--- src/rtl/crg_rst_seq.sv ---
// rtl/crg_rst_seq.sv - reset synchroniser, stretcher and ordered multi-domain reset release
// Optional watchdog built only when CRG_WDT_EN is defined.
module crg_rst_seq #(
  parameter int SYNC_STAGES    = 2,
  parameter int NUM_RST        = 3,
  parameter int STRETCH_CYCLES = 8,
  parameter int GAP_CYCLES     = 16,
  parameter int DIV_RATIO      = 4,
  parameter int WDT_CYCLES     = 1024
) (
  input  logic               clk,
  input  logic               rst_n,
  input  logic               soft_rst,
  output logic [NUM_RST-1:0] rst_n_out,
  output logic               all_ready,
  output logic               ce_div,
  input  logic               wdt_kick,
  output logic               wdt_flag
);

  localparam int SW = $clog2(STRETCH_CYCLES + 1);
  localparam int GW = $clog2(GAP_CYCLES + 1);
  localparam int DW = $clog2(DIV_RATIO + 1);

  // Stretch releases on the edge after the counter has seen STRETCH_CYCLES
  // synced-high cycles; gap releases on its GAP_CYCLES-th edge.
  localparam logic [SW-1:0]      STRETCH_TC = SW'(STRETCH_CYCLES);
  localparam logic [GW-1:0]      GAP_TC     = GW'(GAP_CYCLES - 1);
  localparam logic [DW-1:0]      DIV_TC     = DW'(DIV_RATIO - 1);
  localparam logic [NUM_RST-1:0] LSB_ONE    = NUM_RST'(1);

  typedef enum logic [1:0] {
    ST_ASSERT,
    ST_RELEASE,
    ST_DONE
  } state_t;

  logic [SYNC_STAGES-1:0] sync_q, sync_d;
  logic                   rst_sync;

  state_t                 state_q, state_d;
  logic [SW-1:0]          stretch_cnt_q, stretch_cnt_d;
  logic [GW-1:0]          gap_cnt_q, gap_cnt_d;
  logic [NUM_RST-1:0]     rst_n_out_q, rst_n_out_d;
  logic [NUM_RST-1:0]     rst_next;
  logic                   all_ready_q, all_ready_d;

  logic [DW-1:0]          div_cnt_q, div_cnt_d;
  logic                   ce_div_q, ce_div_d;

  logic                   wdt_fire;

  // Shift a constant one through the synchroniser; its last stage is the released reset.
  always_comb begin
    sync_d   = {sync_q[SYNC_STAGES-2:0], 1'b1};
    rst_sync = sync_q[SYNC_STAGES-1];
  end

  // Synchroniser register, cleared asynchronously.
  always_ff @(posedge clk or negedge rst_n) begin
    if (!rst_n) begin
      sync_q <= '0;
    end else begin
      sync_q <= sync_d;
    end
  end

  // Sequencer next state: stretch, then release one domain per gap, low bit first.
  always_comb begin
    state_d       = state_q;
    stretch_cnt_d = stretch_cnt_q;
    gap_cnt_d     = gap_cnt_q;
    rst_n_out_d   = rst_n_out_q;
    all_ready_d   = all_ready_q;
    // Shifting a one in from the bottom keeps the release order monotonic.
    rst_next      = (rst_n_out_q << 1) | LSB_ONE;

    if (soft_rst || wdt_fire) begin
      state_d       = ST_ASSERT;
      stretch_cnt_d = '0;
      gap_cnt_d     = '0;
      rst_n_out_d   = '0;
      all_ready_d   = 1'b0;
    end else begin
      case (state_q)
        ST_ASSERT: begin
          rst_n_out_d = '0;
          all_ready_d = 1'b0;
          gap_cnt_d   = '0;
          if (!rst_sync) begin
            stretch_cnt_d = '0;
          end else if (stretch_cnt_q == STRETCH_TC) begin
            stretch_cnt_d = '0;
            rst_n_out_d   = rst_next;
            if (rst_next[NUM_RST-1]) begin
              state_d     = ST_DONE;
              all_ready_d = 1'b1;
            end else begin
              state_d = ST_RELEASE;
            end
          end else begin
            stretch_cnt_d = stretch_cnt_q + 1'b1;
          end
        end
        ST_RELEASE: begin
          if (gap_cnt_q == GAP_TC) begin
            gap_cnt_d   = '0;
            rst_n_out_d = rst_next;
            if (rst_next[NUM_RST-1]) begin
              state_d     = ST_DONE;
              all_ready_d = 1'b1;
            end
          end else begin
            gap_cnt_d = gap_cnt_q + 1'b1;
          end
        end
        ST_DONE: begin
          all_ready_d = 1'b1;
        end
        default: begin
          state_d       = ST_ASSERT;
          stretch_cnt_d = '0;
          gap_cnt_d     = '0;
          rst_n_out_d   = '0;
          all_ready_d   = 1'b0;
        end
      endcase
    end
  end

  // Sequencer registers; outputs are flops so release can never glitch.
  always_ff @(posedge clk or negedge rst_n) begin
    if (!rst_n) begin
      state_q       <= ST_ASSERT;
      stretch_cnt_q <= '0;
      gap_cnt_q     <= '0;
      rst_n_out_q   <= '0;
      all_ready_q   <= 1'b0;
    end else begin
      state_q       <= state_d;
      stretch_cnt_q <= stretch_cnt_d;
      gap_cnt_q     <= gap_cnt_d;
      rst_n_out_q   <= rst_n_out_d;
      all_ready_q   <= all_ready_d;
    end
  end

  // Clock-enable divider, idle until the synchronised reset is released; soft reset does not touch it.
  always_comb begin
    div_cnt_d = div_cnt_q;
    ce_div_d  = 1'b0;
    if (rst_sync) begin
      if (div_cnt_q == DIV_TC) begin
        div_cnt_d = '0;
        ce_div_d  = 1'b1;
      end else begin
        div_cnt_d = div_cnt_q + 1'b1;
      end
    end
  end

  // Divider registers.
  always_ff @(posedge clk or negedge rst_n) begin
    if (!rst_n) begin
      div_cnt_q <= '0;
      ce_div_q  <= 1'b0;
    end else begin
      div_cnt_q <= div_cnt_d;
      ce_div_q  <= ce_div_d;
    end
  end

`ifdef CRG_WDT_EN
  localparam int WW = $clog2(WDT_CYCLES + 1);
  localparam logic [WW-1:0] WDT_TC = WW'(WDT_CYCLES - 1);

  logic [WW-1:0] wdt_cnt_q, wdt_cnt_d;
  logic          wdt_flag_q, wdt_flag_d;

  // Watchdog counts only in DONE; a kick on the timeout cycle suppresses the reset.
  always_comb begin
    wdt_cnt_d  = '0;
    wdt_flag_d = wdt_flag_q;
    wdt_fire   = 1'b0;
    if (state_q == ST_DONE && !soft_rst) begin
      if (wdt_kick) begin
        wdt_cnt_d = '0;
      end else if (wdt_cnt_q == WDT_TC) begin
        wdt_fire   = 1'b1;
        wdt_flag_d = 1'b1;
      end else begin
        wdt_cnt_d = wdt_cnt_q + 1'b1;
      end
    end
  end

  // Watchdog registers; the flag is only cleared by the external reset.
  always_ff @(posedge clk or negedge rst_n) begin
    if (!rst_n) begin
      wdt_cnt_q  <= '0;
      wdt_flag_q <= 1'b0;
    end else begin
      wdt_cnt_q  <= wdt_cnt_d;
      wdt_flag_q <= wdt_flag_d;
    end
  end

  assign wdt_flag = wdt_flag_q;
`else
  logic unused_wdt;

  assign wdt_fire   = 1'b0;
  assign wdt_flag   = 1'b0;
  assign unused_wdt = wdt_kick ^ WDT_CYCLES[0];
`endif

  assign rst_n_out = rst_n_out_q;
  assign all_ready = all_ready_q;
  assign ce_div    = ce_div_q;

endmodule

--- config.mk ---
export PLATFORM = sky130hd
export DESIGN_NAME = crg_rst_seq
export DESIGN_NICKNAME = d
export VERILOG_FILES = /design/src/rtl/crg_rst_seq.sv
export SDC_FILE = /design/constraint.sdc
export NUM_CORES = 1
export LEC_CHECK = 0
export CORE_MARGIN = 8
export CORE_UTILIZATION = 45
export CTS_CLUSTER_DIAMETER = 80
export CTS_CLUSTER_SIZE = 12
export DETAILED_ROUTE_END_ITERATION = 16
export GPL_ROUTABILITY_DRIVEN = 0
export GPL_TIMING_DRIVEN = 0
export PLACE_DENSITY = 0.73
export SYNTH_ARGS = -nofsm -noshare
export SYNTH_HDL_FRONTEND = slang
export SYNTH_SLANG_ARGS = --single-unit
--- constraint.sdc ---
create_clock -name clk -period 2 [get_ports clk]
set_input_delay 0.2 -clock clk [delete_from_list [all_inputs] [get_ports clk]]
set_output_delay 0.2 -clock clk [all_outputs]
set_load 0.05 [all_outputs]
==> Word level (Yosys, flattened, before mapping) <==
Index checks and enable logic that the tools add are counted.
{ "classes": {"add_sub_neg": 3, "eq_ne": 11, "muxes": 29, "reduce_logical": 5} }
{ "ops": {"columns": ["op", "n"], "rows": [
  ["$mux 3", 5],
  ["$mux 2", 6],
  ["$mux 4", 3],
  ["$ne 3x3->1 const B", 4],
  ["$mux 5", 2],
  ["$pmux 5 s2", 1],
  ["$pmux 3 s3", 1],
  ["$mux 1", 8],
  ["$pmux 4 s2", 1],
  ["$pmux 2 s3", 1],
  ["$add 5x1->5 const B", 1],
  ["$eq 5x4->1 const B", 1],
  ["$reduce_and 5->1", 1],
  ["$add 4x1->4 const B", 1],
  ["$eq 4x4->1 const B", 1],
  ["$reduce_and 2->1", 2],
  ["$add 3x1->3 const B", 1],
  ["$eq 3x2->1 const B", 1],
  ["$pmux 1 s3", 1],
  ["$eq 2x1->1 const B", 1],
  ["$eq 2x2->1 const B", 1],
  ["$logic_not 2->1", 1],
  ["$ne 2x1->1 const B", 1],
  ["$ne 2x2->1 const B", 1],
  ["$reduce_or 2->1", 1]
]} }
{ "word_totals": {"register_bits": 21} }

==> Longest topological paths before layout <==
{ "depth": {"depth_word": 5, "mapped_depth": 7} }

==> Worst setup path before layout <==
Ideal clock, no wire load.
{ "synth_path": {"kind": "register -> register", "from": "reg stretch_cnt_q[0]", "to": "reg stretch_cnt_q[2]", "t_arrival_ns": 1.490, "required_time_ns": 1.922, "path_slack_ns": 0.432, "stages_incl_launch_ff": 7, "period_less_slack_ns": 1.568, "path_cell_list": "dfrtp_1 inv_1 ha_1 and3b_1 or3_1 or2_1 o2bb2ai_1"} }
{ "synth_via": {"elab_chain_len": 5, "elab_cells_between_ends": 6} }
{ "synth_rtl": {"columns": ["element", "line_no", "source"], "rows": [
  ["from (decl)", "42", "logic [SW-1:0] stretch_cnt_q, stretch_cnt_d;"],
  ["from (signal assigned)", "141", "stretch_cnt_q <= stretch_cnt_d;"],
  ["$add 4x1->4 / $eq 4x4->1 (equally long branches)", "102, 92", null],
  ["$mux 4 (*)", "92", "end else if (stretch_cnt_q == STRETCH_TC) begin"],
  ["$mux 4 (*)", "90", "if (!rst_sync) begin"],
  ["$pmux 4 s2 (*)", "85", "case (state_q)"],
  ["$mux 4 (*)", "78", "if (soft_rst || wdt_fire) begin"]
]} }
Mark *: on every way between the ends. The rest lies on a longest branch, timed or not.
A chain may end at the register's enable or synchronous reset.

==> Worst setup path in the final report <==
{ "layout_path": {"from": "reg rst_n_out_q[1] (netlist: rst_n_out[1])", "to": "out rst_n_out[1]"} }
{ "layout_lines": {"columns": ["element", "line_no", "source"], "rows": [
  ["from (decl)", "44", "logic [NUM_RST-1:0] rst_n_out_q, rst_n_out_d;"],
  ["from (signal assigned)", "143", "rst_n_out_q <= rst_n_out_d;"],
  ["to (decl)", "14", "output logic [NUM_RST-1:0] rst_n_out,"]
]} }
No word-level cell between the ends.

==> flow_summary.json <==
{
  "status": "complete, no violations",
  "worst-path-buf-inv": 1,
  "cp.arrival_ns": 1.64,
  "synth_fp_nets": 121,
  "power_uw": 1320,
  "power_switching_uw": 530,
  "max_slew_margin_pct": 38.7,
  "drt_iter0_markers": 23,
  "ios": 10,
  "die_w_um": 65.5,
  "peakVddDrop_v": 0.000753,
  "startpoint_type": "register",
  "clock_sinks": 21,
  "htreeDepth": 1,
  "skew_ns": 0.00712,
  "crit_cells": 1,
  "setup_tns_ns": 0,
  "timing.final.max_slew_violations": 0,
  "dp.final_hpwl_um": 1450,
  "cp-end-kind": "output pin",
  "tritoncts": "done",
  "ys_warn_count": 0,
  "hold_viol": 0,
  "drc": 0,
  "cts_hold_buf": 0,
  "ys.flop_type": "dfrtp_1",
  "initial_utilization_pct": 46.1,
  "share_comb_of_total_power_pct": 42.2,
  "final_common_cell": "dfrtp_1",
  "crit_path_end": "rst_n_out[1]",
  "netlist_instances": 109,
  "clockBufferDepth": 2,
  "die_y_um": 65.5,
  "area_delta_synth_final_pct": 12.5,
  "p_int_uw": 790,
  "cp_top_family": "buffers and inverters",
  "p_leak_uw": 0.000556,
  "switching_share_pct": 40.1,
  "grt_overflow": 0,
  "clock_latency_ns": 0.31,
  "ys_seq_area_share_pct": 47.7,
  "drt-total-wl_um": 1960,
  "synth_edf_count": 0,
  "power_density_nw_per_um2": 1070,
  "root_buffer": "clkbuf_4",
  "viasPerCell": 5.49,
  "syn_area_um2": 1100,
  "synthArstFlopShare_pct": 100,
  "coreArea_um2": 2390,
  "final_nets": 133,
  "finalCriticalPeriod_ns": 1.84,
  "power.share.sequential_pct": 42.3,
  "r2r_cells": 7,
  "startpoint": "rst_n_out[1]$_DFFE_PN0P_",
  "antenna_found_initial": 0,
  "critPathMaxFanout": 7,
  "required_ns": 1.80,
  "max-cap-violations": 0,
  "crit_slowest_cell": "clkdlybuf4s50_1",
  "finalCoreUtilization_pct": 51.9,
  "power_frac_clock_pct": 15.5,
  "fmax_mhz": 545,
  "io_buffer_count": 7,
  "clkTransAtPathRegs_ns": 0.12,
  "r2r_start": "state_q[0]$_DFFE_PN0P_",
  "drive_gt1_share_pct": 6.67,
  "post_synth_num_cell_types": 36,
  "first_pass_iters": 4,
  "synth-seq-cells": 21,
  "layout_common_cells": "dfrtp_1 (21), a21oi_1 (8), ha_1 (8)",
  "reg2reg_setup_slack_ns": 0.21,
  "row_count": 18,
  "hp-class": "register to register",
  "antenna_cells": 0,
  "routedWlPerCell_um": 13.0,
  "die-area_um2": 4290,
  "setup_violations": 0,
  "path_cells": "clkdlybuf4s50_1",
  "grt_pass1_wl_um": 3600,
  "cts_made_buffers": 3,
  "cp_slowest_stage_delay_ns": 0.85,
  "first_global_vias": 829,
  "tightestPinTransition_ns": 0.917,
  "ant_nets": 0,
  "syn_area_per_cell_um2": 10.1,
  "timing.final.crit_share_pct": 91.8,
  "grt.total_usage_pct": 10.6,
  "num_vias": 823,
  "rsz0062_at_grt": "no",
  "crit-reg2reg-capture": "gap_cnt_q[3]$_DFFE_PN0P_",
  "critPathKind": "register to output pin",
  "grt_max_degree": 22
}
==> sequential cells by signal (all words and copies together) (netlist names) <==
| register | flops |
|---|---|
| all_ready | 1 |
| rst_n_out | 3 |
| stretch_cnt_q | 4 |
| sync_q | 2 |
| gap_cnt_q | 5 |
| div_cnt_q | 3 |
| state_q | 2 |
| ce_div | 1 |
==> worst register-to-register path: stages, from the launching register on <==
cell and delay (ns):
dfrtp_1 0.44, inv_1 0.10, ha_1 0.15, clkbuf_1 0.31, nor2b_2 0.30, nor3_1 0.08, a21o_1 0.15, a22o_1 0.17
==> repair_timing <==
item | in CTS | in global routing
setup buffers | 0 | 0
gates resized for setup | 0 | 1
hold endpoints to repair | 0 | 0
endpoints found under the setup margin | 0 | 1
==> synth_stat cells, drive strengths merged (3+ instances only) <==
cell type,n,area [um^2]
nand3,3,15.0
o21ai,5,25.0
inv,6,22.5
o32ai,3,26.3
dfrtp,21,526
o2bb2ai,3,26.3
ha,8,100
nand2,7,26.3
nor2,5,18.8
nor2b,3,18.8
or2,3,18.8
a21oi,8,40.0
nand2b,7,43.8
==> power by group through the flow <==
stage               Clock, uW  Combinational [uW]  Sequential, uW
finish                    205                 556             559
global route              228                 639             572
CTS                       215                 562             557
detailed placement          0                 559             566
global placement            0                 537             562
floorplan                   0                 345             633
==> metrics by stage <==
step                      worst slack (ns)  instance area [um^2]  instances  hold slack (ns)
after floorplan                      0.432                  1100        109          -0.0956
after global placement               0.249                  1210        146            0.332
after detailed placement             0.185                  1210        146            0.336
after CTS                            0.159                  1240        150            0.363
after global routing                0.0761                  1240        150            0.380
final                                0.164                  1240        150            0.359
==> per-layer routing <==
| metal | wire (um) | track usage [%] | vias up |
|---|---|---|---|
| li1 | - | - | 405 |
| met1 | 923 | 12.8 | 406 |
| met2 | 927 | 16.9 | 8 |
| met3 | 76 | 2.89 | 4 |
| met4 | 29 | 5.45 | 0 |
| met5 | 0 | 0 | - |
==> worst min path at each step <==
stage | startpoint | end | slack (ns) | depth (start not counted)
floorplan | rst_n | all_ready$_DFFE_PN0P_ | -0.1 | 0
global placement | sync_q[0]$_DFF_PN0_ | sync_q[1]$_DFF_PN0_ | 0.33 | 0
detailed placement | sync_q[0]$_DFF_PN0_ | sync_q[1]$_DFF_PN0_ | 0.34 | 0
CTS | sync_q[0]$_DFF_PN0_ | sync_q[1]$_DFF_PN0_ | 0.36 | 0
global route | sync_q[0]$_DFF_PN0_ | sync_q[1]$_DFF_PN0_ | 0.38 | 0
finish | sync_q[0]$_DFF_PN0_ | sync_q[1]$_DFF_PN0_ | 0.36 | 0
==> cell type report <==
| class | instances | area (um^2) |
|---|---|---|
| tap | 30 | 37.5 |
| timing repair buffer | 7 | 70.1 |
| clock inverter | 1 | 5.00 |
| multi-input combinational | 78 | 536 |
| buffer | 4 | 20.0 |
| fill | 245 | 1150 |
| inverter | 6 | 22.5 |
| clock buffer | 3 | 22.5 |
| sequential | 21 | 526 |
==> cell families (layout without fill, tap and decap cells) <==
family,count (synthesis),in the layout,share of synthesized area (%)
other,2,2,0.682
AO/OA/AOI/OAI,28,28,17.5
buffers and inverters,10,21,3.86
AND/OR/NAND/NOR,39,39,20.2
adder cells (fa/ha/maj),8,8,9.09
multiplexers,1,1,0.909
flip-flops,21,21,47.7
Power figures use the tool's default switching activity.
